## src/rtl/adda_pkg.sv

```systemverilog
// Shared definitions for the ADC decimation and DAC interpolation paths:
// controller state encoding and accumulator sizing helpers.
package adda_pkg;

    typedef enum logic [1:0] {
        ST_IDLE  = 2'd0,
        ST_FLUSH = 2'd1,
        ST_ACCUM = 2'd2
    } adda_state_e;

    // Boxcar accumulator width: sample width plus log2 of the block length.
    function automatic int acc_width(input int datawidth, input int sample_rate);
        return datawidth + sample_rate;
    endfunction

    // Half-LSB rounding term applied before the final right shift.
    function automatic int round_term(input int sample_rate);
        return (sample_rate == 0) ? 0 : (1 << (sample_rate - 1));
    endfunction

endpackage

```

## src/rtl/boxcar_accum.sv

```systemverilog
// Boxcar accumulator: sums 2^SAMPLE_RATE valid samples, then emits the
// rounded average as a one-cycle done pulse with a registered result.
module boxcar_accum
    import adda_pkg::*;
#(
    parameter int SAMPLE_RATE = 4,
    parameter int DATAWIDTH   = 14
) (
    input  logic                 clk,
    input  logic                 rst,
    input  logic                 clear_i,
    input  logic                 add_i,
    input  logic [DATAWIDTH-1:0] sample_i,
    output logic                 done_o,
    output logic [DATAWIDTH-1:0] result_o
);

    localparam int ACC_W = acc_width(DATAWIDTH, SAMPLE_RATE);
    localparam int CNT_W = (SAMPLE_RATE == 0) ? 1 : SAMPLE_RATE;
    localparam logic [CNT_W-1:0] CNT_LAST = CNT_W'((1 << SAMPLE_RATE) - 1);
    localparam logic [ACC_W-1:0] RND      = ACC_W'(round_term(SAMPLE_RATE));

    logic [ACC_W-1:0]     acc_q, acc_d;
    logic [CNT_W-1:0]     cnt_q, cnt_d;
    logic                 done_q, done_d;
    logic [DATAWIDTH-1:0] result_q, result_d;
    logic [ACC_W-1:0]     total_s;
    logic [ACC_W-1:0]     rounded_s;

    // Headroom of ACC_W covers the full block sum plus the rounding term.
    assign total_s   = acc_q + ACC_W'(sample_i);
    assign rounded_s = total_s + RND;

    // Next-state: discard on clear, otherwise accumulate or close the block.
    always_comb begin
        acc_d    = acc_q;
        cnt_d    = cnt_q;
        done_d   = 1'b0;
        result_d = result_q;
        if (clear_i) begin
            acc_d = '0;
            cnt_d = '0;
        end else if (add_i) begin
            if (cnt_q == CNT_LAST) begin
                acc_d    = '0;
                cnt_d    = '0;
                done_d   = 1'b1;
                result_d = DATAWIDTH'(rounded_s >> SAMPLE_RATE);
            end else begin
                acc_d = total_s;
                cnt_d = cnt_q + CNT_W'(1);
            end
        end else begin
            acc_d = acc_q;
        end
    end

    // Accumulator state registers.
    always_ff @(posedge clk) begin
        if (rst) begin
            acc_q    <= '0;
            cnt_q    <= '0;
            done_q   <= 1'b0;
            result_q <= '0;
        end else begin
            acc_q    <= acc_d;
            cnt_q    <= cnt_d;
            done_q   <= done_d;
            result_q <= result_d;
        end
    end

    assign done_o   = done_q;
    assign result_o = result_q;

endmodule

```

## src/rtl/adc_decimator.sv

```systemverilog
// ADC decimator: input register stage, enable FSM, boxcar averaging and
// FIFO write strobe with saturating drop accounting on back-pressure.
module adc_decimator
    import adda_pkg::*;
#(
    parameter int SAMPLE_RATE = 4,
    parameter int DATAWIDTH   = 14
) (
    input  logic                 clk,
    input  logic                 rst,
    input  logic                 ena,
    input  logic [DATAWIDTH-1:0] adc_data_in,
    input  logic                 adc_valid_in,
    input  logic                 fifo_full,
    output logic                 wr_en,
    output logic [DATAWIDTH-1:0] wr_data,
    output logic [15:0]          drop_cnt,
    output logic                 drop_flag
);

    adda_state_e          state_q, state_d;
    logic [DATAWIDTH-1:0] s1_data_q;
    logic                 s1_valid_q;
    logic                 wr_en_q, wr_en_d;
    logic [DATAWIDTH-1:0] wr_data_q, wr_data_d;
    logic [15:0]          drop_cnt_q, drop_cnt_d;
    logic                 drop_flag_q, drop_flag_d;
    logic                 accum_on_s;
    logic                 add_s;
    logic                 done_s;
    logic [DATAWIDTH-1:0] result_s;

    // Dropping ena in ACCUM discards the partial block, even on its last sample.
    assign accum_on_s = (state_q == ST_ACCUM) && ena;
    assign add_s      = accum_on_s && s1_valid_q;

    boxcar_accum #(
        .SAMPLE_RATE (SAMPLE_RATE),
        .DATAWIDTH   (DATAWIDTH)
    ) u_boxcar (
        .clk      (clk),
        .rst      (rst),
        .clear_i  (!accum_on_s),
        .add_i    (add_s),
        .sample_i (s1_data_q),
        .done_o   (done_s),
        .result_o (result_s)
    );

    // Controller next state.
    always_comb begin
        state_d = state_q;
        case (state_q)
            ST_IDLE:  state_d = ena ? ST_FLUSH : ST_IDLE;
            ST_FLUSH: state_d = ST_ACCUM;
            ST_ACCUM: state_d = ena ? ST_ACCUM : ST_IDLE;
            default:  state_d = ST_IDLE;
        endcase
    end

    // FIFO write or drop decision for a completed block.
    always_comb begin
        wr_en_d     = 1'b0;
        wr_data_d   = wr_data_q;
        drop_cnt_d  = drop_cnt_q;
        drop_flag_d = drop_flag_q;
        if (done_s && !fifo_full) begin
            wr_en_d   = 1'b1;
            wr_data_d = result_s;
        end else if (done_s) begin
            drop_flag_d = 1'b1;
            if (drop_cnt_q != 16'hFFFF) begin
                drop_cnt_d = drop_cnt_q + 16'd1;
            end else begin
                drop_cnt_d = drop_cnt_q;
            end
        end else begin
            wr_en_d = 1'b0;
        end
    end

    // State, input stage and output registers.
    always_ff @(posedge clk) begin
        if (rst) begin
            state_q     <= ST_IDLE;
            s1_data_q   <= '0;
            s1_valid_q  <= 1'b0;
            wr_en_q     <= 1'b0;
            wr_data_q   <= '0;
            drop_cnt_q  <= '0;
            drop_flag_q <= 1'b0;
        end else begin
            state_q     <= state_d;
            s1_data_q   <= adc_data_in;
            s1_valid_q  <= adc_valid_in;
            wr_en_q     <= wr_en_d;
            wr_data_q   <= wr_data_d;
            drop_cnt_q  <= drop_cnt_d;
            drop_flag_q <= drop_flag_d;
        end
    end

    assign wr_en     = wr_en_q;
    assign wr_data   = wr_data_q;
    assign drop_cnt  = drop_cnt_q;
    assign drop_flag = drop_flag_q;

endmodule

```

## config.mk

```make
export PLATFORM = sky130hd
export DESIGN_NAME = adc_decimator
export DESIGN_NICKNAME = d
export VERILOG_FILES = /design/src/rtl/adda_pkg.sv /design/src/rtl/boxcar_accum.sv /design/src/rtl/adc_decimator.sv
export SDC_FILE = /design/constraint.sdc
export NUM_CORES = 1
export LEC_CHECK = 0
export BUFFER_PORTS_ARGS = -buffer_cell sky130_fd_sc_hd__buf_2
export CAP_MARGIN = 20
export CORE_MARGIN = 2
export CORE_UTILIZATION = 30
export DETAILED_ROUTE_END_ITERATION = 12
export PLACE_DENSITY = 0.44
export SLEW_MARGIN = 20
export SYNTH_ARGS = -nofsm -noshare
export SYNTH_HDL_FRONTEND = slang
export SYNTH_HIERARCHICAL = 1
export SYNTH_SLANG_ARGS = --single-unit
```

## constraint.sdc

```tcl
create_clock -name clk -period 4.5 [get_ports clk]
set_clock_uncertainty 0.2 [all_clocks]
set_input_delay 0.45 -clock clk [delete_from_list [all_inputs] [get_ports clk]]
set_output_delay 0.45 -clock clk [all_outputs]
set_load 0.05 [all_outputs]
```

==> key figures <==
Status
  • Status: completed

Drt
  • Routed Antenna Nets: 0
  • Number of detailed-route iterations in the first pass: 5
  • Drt initial violations: 177
  • Total number of vias: 3780
  • Detailed-route DRC error count: 0
  • Final WL: 10.7 mm
  • Vias/cell: 5.14
  • Routed WL per cell: 14.6 um

Place
  • Post-DP HPWL: 7.68 mm
  • Placed cells: 719
  • IO buf count: 50
  • GPL Wtd Cong: 0.834
  • Placed inst area: 4720 um^2

Global routing
  • Tot GR Track Use: 0.146
  • First-pass GRT wire length: 17.5 mm
  • Largest net degree at the start of global routing: 42
  • Vias in the first global route: 3535
  • Initial antenna violation count: 0
  • GR Overflow Total: 0

Power
  • Total Power: 1660 uW
  • Switch Pwr: 358 uW
  • Clock Power Share: 0.490
  • Net Sw Frac: 0.216
  • Worst vdd ir: 0.000200 V
  • Leak: 0.00190 uW
  • Comb pwr share: 0.043
  • P_int: 1300 uW
  • Share of power burned in registers: 0.466
  • Pwr Density: 328 nW/um^2

Logic synthesis
  • Top cells by count, synth: dfxtp_1, nand2_1, a21oi_1
  • Netlist cell types: 62
  • Ys flop type: dfxtp_1
  • Most common cell in the netlist: dfxtp_1
  • Yosys reg bits: 86
  • Post-synthesis sequential area ratio: 0.401
  • Yosys top cell by area: dfxtp_1
  • Async set-reset flop share out of synthesis: 0
  • Top cell type's share of synthesized area: 0.401
  • Main area contributors after synthesis: dfxtp_1, a21oi_1, nand2_1, ha_1, nor2_1
  • Syn Inst Count: 505
  • Synthesized cell area: 4290 um^2
  • Syn Nets: 542
  • Ys Warns: 6
  • Syn_area_per_cell: 8.49 um^2
  • EDFF count, synth: 0

STA
  • Slew margin rel.: 0.429
  • Unrepaired setup endpoints after global routing: false
  • Final Cycle Share: 0.832
  • Worst slew pin tran: 0.854 ns
  • Final setup viols: 0
  • Min Tclk post-route: 3.74 ns
  • Setup TNS: 0 ns
  • Max frequency: 267 MHz
  • Fin. max-slew vios: 0
  • Fin. Hold Viols: 0

Layout
  • Net count, final: 587
  • Share of cells above drive strength 1: 0.151
  • Post-route insts no fill: 735
  • N_diodes: 0
  • Area Overhead vs Synth: 17.6%
  • Cell area after layout: 5050 um^2

Clock network
  • Clock Pin Slew Worst Setup and Hold Paths: 0.06 ns
  • CTS tree: yes
  • Clock sink count: 86
  • # hold bufs at CTS: 0
  • Max Buffers Root-to-Sink: 2
  • CTS Buf Count: 9
  • Clk root buf: clkbuf_16
  • Clock latency at the later pin of the worst-skew pair: 0.34 ns
  • Post-CTS Resized: 0
  • Postcts setup bufs: 0
  • H-Tree Depth: 3

Floorplanning
  • Core ar.: 13900 um^2
  • Die width: 124 um
  • Floorplan row count: 43
  • Die ar.: 15300 um^2
  • Vert. Die Dim: 124 um
  • IO Pins: 51
  • Initial core utilization: 0.308

Hold path
  • Hold Crit Class: in2reg

Critical path
  • WP data arrival: 3.83 ns
  • CP required: 4.58 ns
  • CP Launch Type: flip-flop
  • Crit Path Class: reg2reg
  • CP Max Fanout: 6
  • Worst Setup End Kind: flip-flop

Flow run
  • Maximum Capacitance Violations: 0
==> stage by stage <==
step	hold WS (ns)	utilization	worst slack, ns
floorplan	0.214	-	1.13
global placement	0.222	0.339	0.880
detailed placement	0.231	0.339	0.795
CTS	0.101	0.362	0.745
global route	0.113	0.362	0.390
finish	0.116	0.362	0.755
==> power by group through the flow <==
stage	Sequential, uW	Clock, uW	Combinational (uW)
CTS	773	838	71.9
global placement	790	0	71.1
global route	773	862	79.7
finish	773	813	71.5
floorplan	789	0	47.6
detailed placement	790	0	71.6
==> layout by cell type (no fill, tap or decap), types with 11 or more instances in the layout <==
cell type	n
a21oi_1	50
a22oi_1	12
and3_1	11
buf_2	50
dfxtp_1	86
ha_1	17
nand2_1	63
nand3_1	13
nor2_1	47
nor2b_1	18
o21ai_0	11
or4_1	13
xnor2_1	11
xor2_1	11
==> layout make-up <==
cell class,count,area [um^2]
clock buffers,11,243
clock inverters,5,81.3
fillers,1471,8890
inverters,10,37.5
multi-input cells,389,2460
flip-flops and latches,86,1720
well taps,180,225
repair buffers,54,280
==> worst max-delay path, cell delays in order, from the launching register on <==
cell      delay, ns
dfxtp_1        0.30
ha_1           0.21
fa_1           0.41
a21o_1         0.20
a221oi_2       0.48
mux2i_1        0.25
o211ai_1       0.24
nor4_1         0.64
nand2_1        0.15
or4_1          0.49
nand3_1        0.09
==> worst paths after layout <==
check,to,slack (ns),depth (start not counted),from
setup / recovery,u_boxcar/result_o[13]$_SDFFE_PP0P_,0.76,10,s1_data_q[0]$_SDFF_PP0_
setup reg to reg,u_boxcar/result_o[13]$_SDFFE_PP0P_,0.76,10,s1_data_q[0]$_SDFF_PP0_
hold / removal,s1_data_q[2]$_SDFF_PP0_,0.12,2,adc_data_in[2]
hold reg to reg,state_q[0]$_SDFF_PP0_,0.24,1,state_q[1]$_SDFF_PP0_
==> registers in the layout, summed over array words and instances, names as in the netlist <==
register,count
u_boxcar/result_o,14
u_boxcar/done_o,1
drop_cnt,16
state_q,2
wr_en,1
s1_valid_q,1
u_boxcar/cnt_q,4
wr_data,14
u_boxcar/acc_q,18
drop_flag,1
s1_data_q,14
==> layer usage <==
layer	GRT usage	up-vias	part of all wire
li1	-	1933	-
met1	0.197	1759	0.50
met2	0.230	75	0.45
met3	0.0256	13	0.037
met4	0.0625	0	0.017
met5	0	-	0
==> logic make-up after synthesis <==
family          count (synthesis)  synth area share
compound gates                127             0.197
mux                             4           0.00963
simple gates                  218             0.265
fa+ha+maj                      18            0.0543
xor+xnor                       22            0.0449
flops                          86             0.401
buf+inv                        30            0.0268
(Power assumes the default switching activity.)
